**src/rtl/uart_rx_fifo.sv**
```systemverilog
// UART receiver: 2-flop synchroniser, mid-bit sampling FSM and a
// first-word-fall-through FIFO with sticky frame/overrun error flags.
module uart_rx_fifo #(
  parameter int CLKS_PER_BIT = 218,
  parameter int FIFO_DEPTH   = 4
) (
  input  logic       clk,
  input  logic       reset,
  input  logic       rxd,
  input  logic       rd_en,
  output logic [7:0] rd_data,
  output logic       rx_valid,
  output logic       fifo_full,
  output logic       frame_err,
  output logic       overrun,
  input  logic       clear_err
);

  localparam int CW = $clog2(CLKS_PER_BIT);
  localparam int AW = $clog2(FIFO_DEPTH);
  localparam logic [CW-1:0] HALF = CW'(CLKS_PER_BIT / 2);
  localparam logic [CW-1:0] LAST = CW'(CLKS_PER_BIT - 1);

  typedef enum logic [2:0] {
    IDLE, START, DATA, STOP, BREAK
  } state_t;

  state_t state, state_n;

  logic          sync1, rxs;
  logic [CW-1:0] cnt;
  logic [2:0]    bit_idx;
  logic [7:0]    shreg;
  logic          push_q;

  logic cnt_clr, shift_en, push_set, ferr_set, idx_clr;

  logic [7:0]  mem [FIFO_DEPTH];
  logic [AW:0] wr_ptr, rd_ptr;
  logic        empty, full, pop, push, ov_set;

  always_ff @(posedge clk or posedge reset) begin
    if (reset) begin
      sync1 <= 1'b1;
      rxs   <= 1'b1;
    end else begin
      sync1 <= rxd;
      rxs   <= sync1;
    end
  end

  always_ff @(posedge clk or posedge reset) begin
    if (reset) state <= IDLE;
    else       state <= state_n;
  end

  always_comb begin
    state_n  = state;
    cnt_clr  = 1'b0;
    shift_en = 1'b0;
    push_set = 1'b0;
    ferr_set = 1'b0;
    idx_clr  = 1'b0;
    unique case (state)
      IDLE: begin
        cnt_clr = 1'b1;
        idx_clr = 1'b1;
        if (!rxs) state_n = START;
      end
      START: begin
        idx_clr = 1'b1;
        if (cnt == HALF) begin
          cnt_clr = 1'b1;
          state_n = rxs ? IDLE : DATA;
        end
      end
      DATA: begin
        if (cnt == LAST) begin
          cnt_clr  = 1'b1;
          shift_en = 1'b1;
          if (bit_idx == 3'd7) state_n = STOP;
        end
      end
      STOP: begin
        if (cnt == LAST) begin
          cnt_clr = 1'b1;
          if (rxs) begin
            push_set = 1'b1;
            state_n  = IDLE;
          end else begin
            ferr_set = 1'b1;
            state_n  = BREAK;
          end
        end
      end
      BREAK: begin
        cnt_clr = 1'b1;
        if (rxs) state_n = IDLE;
      end
      default: state_n = IDLE;
    endcase
  end

  always_ff @(posedge clk or posedge reset) begin
    if (reset) begin
      cnt     <= '0;
      bit_idx <= '0;
      shreg   <= '0;
      push_q  <= 1'b0;
    end else begin
      cnt     <= cnt_clr ? '0 : cnt + 1'b1;
      push_q  <= push_set;
      if (idx_clr) bit_idx <= '0;
      else if (shift_en) bit_idx <= bit_idx + 3'd1;
      if (shift_en) shreg <= {rxs, shreg[7:1]};
    end
  end

  // A full FIFO still accepts a byte when the head leaves the same cycle.
  assign empty  = (wr_ptr == rd_ptr);
  assign full   = (wr_ptr[AW-1:0] == rd_ptr[AW-1:0]) &&
                  (wr_ptr[AW] != rd_ptr[AW]);
  assign pop    = rd_en && !empty;
  assign push   = push_q && (!full || pop);
  assign ov_set = push_q && full && !pop;

  always_ff @(posedge clk or posedge reset) begin
    if (reset) begin
      wr_ptr <= '0;
      rd_ptr <= '0;
      for (int i = 0; i < FIFO_DEPTH; i++) mem[i] <= '0;
    end else begin
      if (push) begin
        mem[wr_ptr[AW-1:0]] <= shreg;
        wr_ptr <= wr_ptr + 1'b1;
      end
      if (pop) rd_ptr <= rd_ptr + 1'b1;
    end
  end

  always_ff @(posedge clk or posedge reset) begin
    if (reset) begin
      frame_err <= 1'b0;
      overrun   <= 1'b0;
    end else begin
      frame_err <= ferr_set || (frame_err && !clear_err);
      overrun   <= ov_set || (overrun && !clear_err);
    end
  end

  assign rd_data   = mem[rd_ptr[AW-1:0]];
  assign rx_valid  = !empty;
  assign fifo_full = full;

endmodule
```
**config.mk**
```make
export PLATFORM = sky130hd
export DESIGN_NAME = uart_rx_fifo
export DESIGN_NICKNAME = d
export VERILOG_FILES = /design/src/rtl/uart_rx_fifo.sv
export SDC_FILE = /design/constraint.sdc
export NUM_CORES = 1
export LEC_CHECK = 0
export BUFFER_PORTS_ARGS = -buffer_cell sky130_fd_sc_hd__buf_2
export CORE_ASPECT_RATIO = 0.6
export CORE_MARGIN = 1.5
export CORE_UTILIZATION = 57
export CTS_BUF_LIST = sky130_fd_sc_hd__clkbuf_8
export DETAILED_ROUTE_END_ITERATION = 10
export MAX_ROUTING_LAYER = met4
export PLACE_DENSITY = 0.78
export SLEW_MARGIN = 5
export SYNTH_ARGS = -nofsm -noshare
export SYNTH_HDL_FRONTEND = slang
export SYNTH_SLANG_ARGS = --single-unit
```
**constraint.sdc**
```tcl
create_clock -name clk -period 1.8 [get_ports clk]
set_input_delay 0.09 -clock clk [delete_from_list [all_inputs] [get_ports clk]]
set_output_delay 0.09 -clock clk [all_outputs]
set_load 0.02 [all_outputs]
```
==> results.cfg, run 1 <==
[worst_setup_path]
cp_max_fo = 5
ff2ff_setup_slack_ns = 0.08
reg2reg_from = rd_ptr[0]
required_ns = 1.71
critical_path_class = flop to output pin
cp-end-kind = output pin
r2r_end = mem[27]
startpoint_type = flop
cp_data_arrival_time_ns = 1.64
rr_worst_depth = 5

[clock_network]
clk_latency_ns = 0.34
post_cts.repair.setup_buffers = 0
cts_max_level = 3
cts_buffer_depth = 2
cts_made_buffers = 9
cts_root_buf = clkbuf_8
cts_tree = yes
clock_sinks = 65
clkSlewWorstSetupHoldPaths_ns = 0.07

[sta]
hold_violations = 0
relSlewSlack_pct = 72.5
period_needed_ns = 1.73
fmax_mhz = 578
rsz0062_at_grt = no
post-route-period-util_pct = 96.1
skew_ns = 0.00840
tns_ns = 0
tightest_slew_ns = 0.412
setup_violations = 0
slew_viol_final = 0

[grt]
grt_first_pass_wirelength_mm = 8.87
top_usage_layer = met1
gr-usage-all-layers_pct = 21.7
grt_remaining_overflow = 0
grt_max_degree = 66
grt_pass1_vias = 1664
antenna_found_initial = 0
grt_util_met2_pct = 28.0
grtUsageMet3_pct = 6.60
use_met1_pct = 31.6

[synth]
synth.avg_cell_area_um2 = 14.0
synth_fp_nets = 228
synthFlopType = dfrtp_1
synth_area_leaders = dfrtp_1 (53%), mux2_2 (15%), mux4_2 (4.5%)
synth.largest_area_cell = dfrtp_1
synth.cell_area_um2 = 3000
yosysTopAreaCellShare_pct = 52.6
yosysWarnings = 0
synthCells = 214
synth_edf_count = 0
synth-seq-cells = 65
synthArstFlopShare_pct = 100
seq_area_frac_synth_pct = 54.3
synth.distinct_cells = 35

[layout]
ff_latch_area_um2 = 1630
multi_input_area_um2 = 1290
drive_above_1_share_pct = 39.8
area_growth_syn_to_layout_pct = 16.9
n_antenna_cell = 0
final_nets = 260
fill_cells = 351

[route]
ant_nets = 0
drt-total-wl_mm = 5.27
dr.pass1.iters = 7
drt-vias-per-instance = 5.49
vias = 1739
drt_iter0_drc = 95
wire_per_inst_um = 16.6
drcViolationCount = 0

[hold_path]
whs_endpoint = rd_ptr[2]
hold_start = rd_en
min_path_type = input pin to flop
min_path_cells = 3

[run]
cap_viol_max_count = 0

[pwr]
power.density_nw_per_um2 = 867
power_leakage_nw = 1.70
ir_worst_vdd_v = 0.000543
finalPower_mw = 3.04

[place]
port_buffers = 16
hpwl_mm = 3.54
place_congestion = 0.782

[run_status]
status = finished, final reports clean

[floorplan]
die_y_um = 59.2
boundaryPins = 17
initial_utilization_pct = 59.3
rows = 20
core_um2 = 5050
die_x_um = 96.6
fp.dieArea_um2 = 5720
repair_timing:
item	4_1_cts	5_1_grt
hold buffers	3	0
resized for setup	1	6
endpoints found under the setup margin	4	12
hold endpoints to repair	66	0
cloned	0	1
state kept, by name, summed over array words and instances, names as in the netlist, 3 cells and up:
signal,count
rd_ptr,3
state,3
cnt,8
mem,32
bit_idx,3
shreg,8
wr_ptr,3
per-stage QoR:
| step | instances | cell area [um2] | hold slack, ns | utilization [%] | worst slack (ns) |
|---|---|---|---|---|---|
| 2_1_floorplan | 214 | 3000 | 0.0945 | - | 0.0869 |
| 3_3_place_gp | 297 | 3180 | 0.185 | 62.8 | 0.116 |
| 3_5_place_dp | 297 | 3180 | 0.184 | 62.8 | 0.0830 |
| 4_1_cts | 316 | 3460 | 0.0280 | 68.4 | 0.00649 |
| 5_1_grt | 317 | 3510 | 0.0523 | 69.4 | 0.00540 |
| 6_report | 317 | 3510 | 0.0429 | 69.4 | 0.0695 |
report_power, final:
part | internal (mW) | leakage, nW | switching [mW]
Sequential | 1.46 | 0.885 | 0.00219
Combinational | 0.0138 | 0.692 | 0.0320
Clock | 0.934 | 0.124 | 0.597
final cells by class:
class / count / area share [%]
flip-flops and latches: 65 / 46.5
multi-input cells: 135 / 36.9
repair buffers: 28 / 6.39
clock inverters: 7 / 3.57
clock buffers: 9 / 3.53
well taps: 66 / 2.35
inverters: 7 / 0.749
worst max-delay path by stage:
| stage | start | endpoint | slack [ns] | depth (start not counted) |
|---|---|---|---|---|
| after floorplan | reset | bit_idx[0] | 0.09 | 1 |
| after global placement | cnt[1] | shreg[0] | 0.12 | 6 |
| after detailed placement | cnt[1] | shreg[6] | 0.08 | 6 |
| after CTS | rd_ptr[0] | rd_data[3] | 0.006 | 3 |
| after global routing | cnt[1] | shreg[1] | 0.005 | 6 |
| final | rd_ptr[0] | rd_data[3] | 0.07 | 3 |
synth_stat cells (3+ instances only):
| cell | instances |
|---|---|
| mux4_2 | 6 |
| o21ai_0 | 3 |
| xnor2_1 | 11 |
| nor2_1 | 17 |
| xor2_1 | 3 |
| nand3_1 | 7 |
| nand2_1 | 9 |
| ha_1 | 9 |
| dfrtp_1 | 63 |
| nand3_4 | 4 |
| mux2_2 | 39 |
| o22ai_1 | 3 |
| mux2_1 | 3 |
| buf_6 | 3 |
| inv_1 | 7 |
cell usage in the layout, fill, tap and decap left out, drive strengths merged, types with 2 or more instances in the layout:
cell,instances
inv,9
o22ai,3
or3,2
dfrtp,63
mux4,8
mux2,42
nor2,17
bufinv,3
o21ai,3
xnor2,11
buf,24
clkbuf,10
nor3,2
clkinv,2
and4,2
ha,9
a21oi,2
dlygate4sd3,3
xor2,3
nand2,9
dfstp,2
nand3,11
nand4b,2
worst max-delay path, cell delays in order, from the launching register on:
cell and delay, ns:
dfrtp_2 0.43, buf_12 0.15, mux4_1 0.54, buf_2 0.18
kinds of logic (layout without fill, tap and decap cells):
logic type,Yosys count,count (layout),share of synthesized area (%)
XOR/XNOR,14,14,4.09
adder cells (fa/ha/maj),9,9,3.75
multiplexers,51,51,22.4
flip-flops,65,65,54.3
AO/OA/AOI/OAI,10,10,2.25
buffers and inverters,14,51,2.79
AND/OR/NAND/NOR,51,51,10.4
layer usage:
layer,vias to the layer above,share of wire (%)
met5,-,0
met4,0,1.5
met3,6,4.7
met2,34,40
met1,867,53
li1,832,-
Note: power is estimated with default switching activity, not from simulation.
==> inputs of run 2 (changes only) <==
==> constraint.sdc (replaced) <==
create_clock -name clk -period 1.8 [get_ports clk]
set_input_delay 0.09 -clock clk [delete_from_list [all_inputs] [get_ports clk]]
set_output_delay 0.09 -clock clk [all_outputs]
set_load 0.005 [all_outputs]
==> results.cfg, run 2 (synthesized netlist as in run 1, its figures left out) <==
[worst_setup_path]
cp-end-kind = output pin
cp_data_arrival_time_ns = 1.64
critical_path_class = flop to output pin
cp_max_fo = 10
startpoint_type = flop
reg2reg_from = cnt[1]
required_ns = 1.71
r2r_end = shreg[6]
ff2ff_setup_slack_ns = 0.09
rr_worst_depth = 6

[floorplan]
fp.dieArea_um2 = 5720
initial_utilization_pct = 59.3
die_y_um = 59.2
boundaryPins = 17
core_um2 = 5050
die_x_um = 96.6
rows = 20

[hold_path]
whs_endpoint = rd_ptr[2]
hold_start = rd_en
min_path_type = input pin to flop
min_path_cells = 3

[route]
dr.pass1.iters = 6
vias = 1748
drt-vias-per-instance = 5.53
drt-total-wl_mm = 5.23
ant_nets = 0
drcViolationCount = 0
drt_iter0_drc = 87
wire_per_inst_um = 16.5

[clock_network]
clock_sinks = 65
cts_root_buf = clkbuf_8
post_cts.repair.setup_buffers = 0
cts_tree = yes
cts_max_level = 3
cts_buffer_depth = 2
clk_latency_ns = 0.34
clkSlewWorstSetupHoldPaths_ns = 0.07
cts_made_buffers = 9

[sta]
slew_viol_final = 0
skew_ns = 0.00875
tns_ns = 0
period_needed_ns = 1.73
rsz0062_at_grt = no
post-route-period-util_pct = 95.9
relSlewSlack_pct = 72.3
fmax_mhz = 579
hold_violations = 0
tightest_slew_ns = 0.415
setup_violations = 0

[layout]
drive_above_1_share_pct = 39.2
multi_input_area_um2 = 1290
area_growth_syn_to_layout_pct = 15.9
max_flop_register = mem
top_regs = mem: 32 flops, cnt: 8 flops, shreg: 8 flops
n_antenna_cell = 0
ff_latch_area_um2 = 1630
layout_commonest_cell = dfrtp_1
largest_reg_flops = 32
final_nets = 259
fill_cells = 353
final_cell_mix = dfrtp_1 (63), mux2_2 (39), nor2_1 (17)

[grt]
grt_max_degree = 66
antenna_found_initial = 0
grt_remaining_overflow = 0
gr-usage-all-layers_pct = 21.7
grt_first_pass_wirelength_mm = 8.87
grt_pass1_vias = 1664

[pwr]
power.density_nw_per_um2 = 875
power_leakage_nw = 1.69
ir_worst_vdd_v = 0.000544
finalPower_mw = 3.04

[run_status]
status = finished, final reports clean

[place]
hpwl_mm = 3.54
port_buffers = 16
place_congestion = 0.782

[run]
cap_viol_max_count = 0
==> run 2: changes by cell type in the layout (fill, tap and decap cells not counted) <==
cell	previous run	this run
buf_8	0	1
clkbuf_16	1	0
dfrtp_1	62	63
buf_12	2	1
dfrtp_2	1	0
==> run 2: cell type report <==
cell class	instances	area share (%)
sequential	65	46.9
tap	66	2.38
inverter	7	0.756
timing repair buffer	27	5.58
clock inverter	7	3.60
clock buffer	9	3.56
multi-input combinational	135	37.3
==> run 2: power breakdown <==
part           switching [mW]  internal, mW
clock network           0.597         0.934
logic                  0.0319        0.0138
registers             0.00222          1.46
==> run 2: metrics by stage <==
stage,setup WS [ns],instances,hold slack [ns],cell area [um2],utilization (%)
floorplan,0.0869,214,0.0945,3000,-
CTS,0.0388,316,0.0280,3460,68.4
detailed placement,0.0830,297,0.184,3180,62.8
global route,0.00191,316,0.0522,3480,68.8
finish,0.0732,316,0.0444,3480,68.8
global placement,0.116,297,0.185,3180,62.8
==> run 2: worst max-delay path by stage <==
stage	startpoint	to	slack (ns)	cells past startpoint
2_1_floorplan	reset	bit_idx[0]	0.09	1
3_3_place_gp	cnt[1]	shreg[0]	0.12	6
3_5_place_dp	cnt[1]	shreg[6]	0.08	6
4_1_cts	rd_ptr[0]	rd_data[3]	0.04	3
5_1_grt	rd_ptr[0]	rd_data[3]	0.002	3
6_report	rd_ptr[0]	rd_data[3]	0.07	3
==> run 2: routing by layer <==
metal / vias to the layer above / global-route usage [%] / routed length, um
li1: 829 / - / -
met1: 877 / 31.6 / 2830
met2: 36 / 28.0 / 2090
met3: 6 / 6.60 / 223
met4: 0 / 9.32 / 80
met5: - / - / 0
==> run 2: timing repair <==
action / CTS / global route
hold buffers: 3 / 0
gates resized for setup: 1 / 4
setup endpoints to repair: 1 / 11
pin swaps: 0 / 0
endpoints found under the hold margin: 66 / 0
==> run 2: critical path: stages (launching register included) <==
cell and delay, ns:
dfrtp_1 0.40, buf_8 0.19, mux4_1 0.56, buf_2 0.14
==> inputs of run 3 (changes only) <==
--- a/config.mk
+++ b/config.mk
@@ -13,6 +13,7 @@
 export DETAILED_ROUTE_END_ITERATION = 10
 export MAX_ROUTING_LAYER = met4
 export PLACE_DENSITY = 0.78
+export SETUP_SLACK_MARGIN = 0.5
 export SLEW_MARGIN = 5
 export SYNTH_ARGS = -nofsm -noshare
 export SYNTH_HDL_FRONTEND = slang
==> results.cfg, run 3 (synthesized netlist as in run 1, its figures left out) <==
[run_status]
status = finished, final reports clean

[grt]
gr-usage-all-layers_pct = 24.7
grt_max_degree = 66
grt_remaining_overflow = 0
grt_pass1_vias = 1876
antenna_found_initial = 0
grt_first_pass_wirelength_mm = 10.0

[clock_network]
clkSlewWorstSetupHoldPaths_ns = 0.07
clk_latency_ns = 0.35
cts_buffer_depth = 2
clock_sinks = 65
cts_made_buffers = 9
cts_tree = yes
cts_max_level = 3
cts_root_buf = clkbuf_8

[layout]
area_growth_syn_to_layout_pct = 30.7
n_antenna_cell = 0
final_cell_mix = dfrtp_1 (63), mux2_4 (41), nor2_1 (17)
drive_above_1_share_pct = 50.9
finalNonFillerCells = 333
largest_reg_flops = 32
max_flop_register = mem
final_nets = 276
layout_commonest_cell = dfrtp_1
top_regs = mem: 32 flops, cnt: 8 flops, shreg: 8 flops

[sta]
tns_ns = 0
skew_ns = 0.0101
tightest_slew_ns = 0.572
post-route-period-util_pct = 95.4
relSlewSlack_pct = 61.9
rsz0062_at_grt = yes
setup_violations = 0
hold_ws_ns = 0.0278
fmax_mhz = 583
period_needed_ns = 1.72
slew_viol_final = 0
hold_violations = 0

[pwr]
power.density_nw_per_um2 = 742
power_leakage_nw = 1.92
finalPower_mw = 2.91
ir_worst_vdd_v = 0.000625

[place]
hpwl_mm = 3.46
dp_cells = 293
port_buffers = 16
place_congestion = 0.760

[route]
topRoutingLayerUsed = met4
wl_met1_mm = 3.11
drt-vias-per-instance = 5.59
dr.pass1.iters = 4
drcViolationCount = 0
drt-total-wl_mm = 6.05
drt_iter0_drc = 89
wire_per_inst_um = 18.2
met2_wirelength_mm = 2.54
vias = 1861
dr_wl_met3_um = 272
ant_nets = 0

[floorplan]
core_um2 = 5050
boundaryPins = 17
fp.dieArea_um2 = 5720
die_x_um = 96.6
die_y_um = 59.2
initial_utilization_pct = 59.3
rows = 20

[worst_setup_path]
critical_path_class = flop to flop
cp_data_arrival_time_ns = 1.94
required_ns = 2.03
ff2ff_setup_slack_ns = 0.08
cp-end-kind = flop
startpoint_type = flop
cp_max_fo = 7

[hold_path]
min_path_type = input pin to flop

[run]
cap_viol_max_count = 0
## run 3: cell types whose count changed in the layout (fill, tap and decap cells not counted), sizes merged
cell / change
buf: +15
inv: -3
clkbuf: +2
clkinvlp: +2
and4: +1
bufinv: -1
nand3: +1
## run 3: area by class of cell
cell class              count  area [um2]
clock inverters             5        77.6
inverters                   7        30.0
well taps                  66        82.6
fillers                   287        1130
clock buffers              11         151
repair buffers             42         342
flip-flops and latches     65        1630
multi-input cells         137        1610
## run 3: timing repair
item / in CTS / in global routing
pin swaps: 12 / 7
resized for setup: 39 / 8
hold endpoints to repair: 66 / 0
hold buffers: 3 / 0
cloned: 2 / 0
setup buffers: 13 / 6
setup endpoints to repair: 70 / 73
## run 3: report_power, final
group	switching, mW	internal (mW)
Clock	0.545	0.850
Sequential	0.00263	1.46
Combinational	0.0339	0.0141
Total	0.581	2.33
## run 3: final timing paths
| kind | start | endpoint | cells after the start |
|---|---|---|---|
| min | rd_en | rd_ptr[2] | 3 |
| min reg2reg | sync1 | rxs | 0 |
| max in group asynchronous | reset | sync1 | 4 |
| max reg2reg | rd_ptr[0] | mem[2] | 7 |
| min in group asynchronous | reset | rd_ptr[0] | 4 |
| max | rd_ptr[0] | mem[2] | 7 |
## run 3: per-layer routing
| metal | vias to the layer above | track usage [%] |
|---|---|---|
| met5 | - | - |
| met4 | 0 | 9.94 |
| met3 | 13 | 6.13 |
| met2 | 44 | 35.4 |
| met1 | 936 | 34.4 |
| li1 | 868 | - |
## run 3: worst max-delay path, cell delays in order, from the launching register on
cell	delay [ns]
dfrtp_1	0.41
buf_4	0.15
xnor2_2	0.14
nand4bb_1	0.15
buf_6	0.19
buf_12	0.13
nand3_4	0.12
mux2_4	0.31
## run 3: metrics by stage
stage	setup slack [ns]	utilization, %	area [um2]
after floorplan	0.210	-	3150
final	0.0836	77.5	3920
after global routing	0.0338	77.5	3920
after detailed placement	0.0759	65.1	3290
after global placement	0.111	65.1	3290
after CTS	0.0834	75.7	3830
